===== config.mk =====
export PLATFORM = sky130hd
export DESIGN_NAME = adc_serial_ctrl
export DESIGN_NICKNAME = d
export VERILOG_FILES = /design/src/rtl/adc_pkg.sv /design/src/rtl/adc_serial_ctrl.sv
export SDC_FILE = /design/constraint.sdc
export NUM_CORES = 1
export LEC_CHECK = 0
export CORE_ASPECT_RATIO = 0.7
export CORE_UTILIZATION = 40
export DETAILED_ROUTE_END_ITERATION = 16
export GPL_TIMING_DRIVEN = 0
export PLACE_DENSITY_LB_ADDON = 0.2
export SYNTH_ARGS = -nofsm -noshare
export SYNTH_HDL_FRONTEND = slang
export SYNTH_SLANG_ARGS = --single-unit
export TNS_END_PERCENT = 5

===== constraint.sdc =====
create_clock -name s_clk_i -period 1.62 [get_ports s_clk_i]
set_input_delay 0.486 -clock s_clk_i [delete_from_list [all_inputs] [get_ports s_clk_i]]
set_output_delay 0.486 -clock s_clk_i [all_outputs]
set_load 0.02 [all_outputs]

===== src/rtl/adc_pkg.sv =====
// Shared frame constants, state encoding and command-bit helper for the
// MCP3002-style serial ADC controller.
package adc_pkg;

  typedef enum logic [1:0] {
    ST_IDLE  = 2'd0,
    ST_CMD   = 2'd1,
    ST_WAIT  = 2'd2,
    ST_SHIFT = 2'd3
  } adc_state_e;

  localparam int CMD_LEN   = 4;
  localparam int WAIT_LEN  = 3;
  localparam int SHIFT_LEN = 11;
  localparam int FRAME_LEN = 18;
  localparam int SAMPLE_W  = 10;
  localparam int CNT_W     = 5;

  localparam logic SGL_BIT  = 1'b1;
  localparam logic MSBF_BIT = 1'b1;

  // Counter values holding the number of edges already taken in the frame
  localparam logic [CNT_W-1:0] CMD_LAST   = CNT_W'(CMD_LEN - 1);
  localparam logic [CNT_W-1:0] WAIT_LAST  = CNT_W'(CMD_LEN + WAIT_LEN - 1);
  localparam logic [CNT_W-1:0] NULL_CNT   = CNT_W'(CMD_LEN + WAIT_LEN);
  localparam logic [CNT_W-1:0] FRAME_LAST = CNT_W'(FRAME_LEN - 1);

  function automatic logic cmd_bit(input logic [1:0] idx, input logic ch);
    logic b;
    case (idx)
      2'd0:    b = 1'b1;
      2'd1:    b = SGL_BIT;
      2'd2:    b = ch;
      2'd3:    b = MSBF_BIT;
      default: b = 1'b0;
    endcase
    return b;
  endfunction

endpackage


===== src/rtl/adc_serial_ctrl.sv =====
// Frames one ADC conversion per 18 serial-clock edges: command out on DIN,
// null bit plus 10 LSB-first data bits in on DOUT, one-cycle ready strobe.
module adc_serial_ctrl
  import adc_pkg::*;
(
  input  logic                s_clk_i,
  input  logic                rst_n_i,
  input  logic                start_sample_i,
  input  logic                channel_num_i,
  output logic                cs_o,
  output logic                din_o,
  input  logic                dout_i,
  output logic                data_ready_o,
  output logic [SAMPLE_W-1:0] data_o
);

  adc_state_e          state_r, state_s;
  logic [CNT_W-1:0]    cnt_r, cnt_s;
  logic                ch_r, ch_s;
  logic                cs_r, cs_s;
  logic                din_r, din_s;
  logic                rdy_r, rdy_s;
  logic [SAMPLE_W-1:0] shreg_r, shreg_s;
  logic [SAMPLE_W-1:0] data_r, data_s;

  // Next-state and next-output decode; cnt_r counts edges already taken in the frame
  always_comb begin
    state_s = state_r;
    cnt_s   = cnt_r;
    ch_s    = ch_r;
    cs_s    = cs_r;
    din_s   = 1'b0;
    rdy_s   = 1'b0;
    shreg_s = shreg_r;
    data_s  = data_r;
    case (state_r)
      ST_IDLE: begin
        if (start_sample_i) begin
          state_s = ST_CMD;
          cnt_s   = 5'd1;
          ch_s    = channel_num_i;
          cs_s    = 1'b0;
          din_s   = cmd_bit(2'd0, channel_num_i);
        end else begin
          cnt_s = 5'd0;
          cs_s  = 1'b1;
        end
      end
      ST_CMD: begin
        cnt_s = cnt_r + 5'd1;
        din_s = cmd_bit(cnt_r[1:0], ch_r);
        if (cnt_r == CMD_LAST) begin
          state_s = ST_WAIT;
        end else begin
          state_s = ST_CMD;
        end
      end
      ST_WAIT: begin
        cnt_s = cnt_r + 5'd1;
        if (cnt_r == WAIT_LAST) begin
          state_s = ST_SHIFT;
        end else begin
          state_s = ST_WAIT;
        end
      end
      ST_SHIFT: begin
        cnt_s = cnt_r + 5'd1;
        // The first DOUT bit after the wait window is the ADC null bit
        if (cnt_r == NULL_CNT) begin
          shreg_s = shreg_r;
        end else begin
          shreg_s = {dout_i, shreg_r[SAMPLE_W-1:1]};
        end
        if (cnt_r == FRAME_LAST) begin
          state_s = ST_IDLE;
          cnt_s   = 5'd0;
          cs_s    = 1'b1;
          rdy_s   = 1'b1;
          data_s  = {dout_i, shreg_r[SAMPLE_W-1:1]};
        end else begin
          state_s = ST_SHIFT;
        end
      end
      default: begin
        state_s = ST_IDLE;
        cnt_s   = 5'd0;
        cs_s    = 1'b1;
      end
    endcase
  end

  // State, counter and registered outputs
  always_ff @(posedge s_clk_i or negedge rst_n_i) begin
    if (!rst_n_i) begin
      state_r <= ST_IDLE;
      cnt_r   <= 5'd0;
      ch_r    <= 1'b0;
      cs_r    <= 1'b1;
      din_r   <= 1'b0;
      rdy_r   <= 1'b0;
      shreg_r <= 10'd0;
      data_r  <= 10'd0;
    end else begin
      state_r <= state_s;
      cnt_r   <= cnt_s;
      ch_r    <= ch_s;
      cs_r    <= cs_s;
      din_r   <= din_s;
      rdy_r   <= rdy_s;
      shreg_r <= shreg_s;
      data_r  <= data_s;
    end
  end

  assign cs_o         = cs_r;
  assign din_o        = din_r;
  assign data_ready_o = rdy_r;
  assign data_o       = data_r;

endmodule


==> impl_metrics.py <==
metrics = {
    "sta": {
        "period_needed_ps": 1594,
        "final_max_slew_viol_count": 0,
        "min_period_over_period": 0.9842,
        "tightest_slew_ps": 656.7,
        "slew_headroom": 0.5622,
        "fin_skew_ps": 4.137,
        "setup_viol": 0,
        "fin_tns_setup_ps": 0,
        "rsz0062_at_grt": "yes",
        "hold_slack_ps": 241.2,
        "timing.fmax_mhz": 627.2,
        "hold_violations": 0,
    },
    "cts": {
        "clkLatencyLatePin_ps": 270,
        "cts_buffers": 5,
        "cts_tree": "done",
        "clk_path_buf_depth": 2,
        "htree_num_levels": 2,
        "cts_root_buf": "clkbuf_8",
        "hold_buffers": 0,
        "clock_sinks": 30,
        "clk_pin_slew_ps": 60,
    },
    "setup_path": {
        "arrival_ps": 1750,
        "worstSetupEndpointType": "register",
        "worst-r2r-cell-count": 6,
        "worstReg2RegEnd": "data_o[5]",
        "cp_slowest_cell": "dfrtp_2",
        "cp_slowest_stage_delay_ps": 430,
        "crit_chain": "inv_2 -> ha_4 -> nand4bb_4 -> or2_4 -> buf_12 -> mux2_4",
        "cp_max_fo": 10,
        "critical_path_required_ps": 1780,
        "regToRegSetupSlack_ps": 30,
        "crit_type": "register to register",
        "startpoint": "cnt_r[1]",
        "crit_family": "flip-flops",
        "worstPathBufferInverterCount": 2,
        "r2r-start": "cnt_r[1]",
        "cp-start-kind": "register",
    },
    "logic_synthesis": {
        "syn_area_um2": 1374,
        "syn_inst": 99,
        "yosysSeqAreaShare": 0.5474,
        "ys_seq_elements": 30,
        "yosys_most_used_dff": "dfrtp_1",
        "yosysWarnings": 0,
        "synth_cell_types": 29,
        "synth-edff-count": 0,
        "syn_nets": 112,
        "synth_area_per_cell_um2": 13.88,
        "synth-async-reset-ratio": 1.000,
    },
    "layout": {
        "final_nets": 136,
        "diodes": 0,
        "final_cells": 171,
        "num-fill-cells": 278,
        "syn_to_final_growth_pct": 24.04,
        "drive_gt1_frac": 0.3548,
    },
    "run": {
        "drv_cap": 0,
    },
    "floorplanning": {
        "die_height_um": 51.03,
        "die_w_um": 72.05,
        "dieArea_um2": 3676,
        "start_util": 0.4277,
        "placementRows": 17,
        "core-area_um2": 3212,
        "ios": 18,
    },
    "run_status": {
        "outcome": "complete, no violations",
    },
    "power": {
        "power_density_nw_per_um2": 1604,
        "ir_drop_mv": 0.5999,
        "power.leakage_nw": 0.7910,
        "power_mw": 2.733,
    },
    "route": {
        "finalWirelength_um": 2292,
        "ant_nets": 0,
        "dr.pass1.iters": 4,
        "drt-initial-drc-count": 35,
        "vias": 807,
        "vias_per_cell": 4.719,
        "wl_per_cell_um": 13.40,
        "drc": 0,
    },
    "global_route": {
        "grt_pass1_wl_um": 4036,
        "grt-ovfl-total": 0,
        "grt_use_total": 0.1528,
        "grt_max_degree": 31,
        "antenna_found_initial": 0,
        "grt_pass1_vias": 836,
    },
    "placement": {
        "dp_hpwl_um": 1607,
        "place_inst": 163,
        "gp_congestion": 0.7721,
        "io_buffers": 17,
    },
    "min_path": {
        "hold_path.class": "input port to async pin",
    },
}
[power by group]
part	total, mW	internal, mW	switching (mW)	leakage (nW)
sequential	1.18	1.00	0.182	0.358
combinational	0.952	0.485	0.467	0.385
clock	0.597	0.342	0.256	0.0482
[placed cells by master, fill, tap and decap left out, types with 2 or more instances in the layout]
cell / synthesis / layout
dfrtp_1: 29 / 27
mux2_2: 12 / 12
dlygate4sd2_1: 0 / 12
mux2_4: 8 / 8
inv_1: 8 / 7
ha_1: 8 / 6
clkbuf_8: 0 / 6
nor3_1: 4 / 4
clkdlybuf4s50_1: 0 / 3
a21oi_1: 2 / 2
nand3_1: 2 / 2
xor2_1: 2 / 2
nand2_1: 2 / 2
o21ai_0: 2 / 2
a31o_2: 2 / 2
buf_4: 0 / 2
dfrtp_2: 0 / 2
[synth_stat cells (2+ instances only)]
master / instances / share of area
nand2_1: 2 / 0.0055
nor3_1: 4 / 0.015
dfrtp_1: 29 / 0.53
buf_6: 2 / 0.016
xor2_1: 2 / 0.013
a21oi_1: 2 / 0.0073
a31o_2: 2 / 0.013
inv_1: 8 / 0.022
o21ai_0: 2 / 0.0073
mux2_4: 8 / 0.087
mux2_2: 12 / 0.098
nand3_1: 2 / 0.0073
ha_1: 8 / 0.073
[worst max-delay path by stage]
stage                 endpoint  slack, ps  depth (start not counted)
finish               data_o[5]         30                          6
global route         data_o[5]        -20                          6
CTS                  data_o[5]        -50                          6
detailed placement  shreg_r[8]       -450                          1
global placement    shreg_r[7]       -440                          1
floorplan            data_o[1]         70                          6
[flip-flops by register name, indices dropped and copies added, names as in the netlist]
signal / cells
state_r: 2
cnt_r: 5
cs_o: 1
ch_r: 1
data_o: 10
data_ready_o: 1
shreg_r: 9
din_o: 1
[area by class of cell]
cell class              instances  area (µm²)  area share
flip-flops and latches         30       754.5      0.4427
clock buffers                   7       86.33     0.05066
multi-input cells              57       578.1      0.3392
well taps                      47       58.81     0.03451
repair buffers                 18       152.6     0.08957
clock inverters                 1       5.005    0.002937
inverters                       8       30.03     0.01762
plain buffers                   3       38.79     0.02276
[through the flow]
stage	util	worst slack [ps]	cell area [µm²]
2_1_floorplan	-	68.44	1374
3_3_place_gp	0.4990	-444.6	1603
3_5_place_dp	0.4990	-453.3	1603
4_1_cts	0.5224	-52.62	1678
5_1_grt	0.5306	-24.54	1704
6_report	0.5306	25.59	1704
[cell families after synthesis]
group | synth area share
multiplexers | 0.1858
AO/OA/AOI/OAI | 0.05466
buffers and inverters | 0.04462
XOR/XNOR | 0.01913
flip-flops | 0.5474
adder cells (fa/ha/maj) | 0.07286
AND/OR/NAND/NOR | 0.07561
[what timing repair did]
item | 4_1_cts | 5_1_grt
resized for setup | 15 | 12
setup buffers | 0 | 1
endpoints found under the setup margin | 59 | 19
endpoints found under the hold margin | 0 | 0
pin swaps | 0 | 0
[per-layer routing]
layer | share of wire | track usage
met1 | 0.53 | 0.2121
met2 | 0.42 | 0.2091
met3 | 0.043 | 0.05325
met4 | 0.011 | 0.07843
met5 | 0 | 0
No activity file was read; power rests on OpenSTA's default activity.
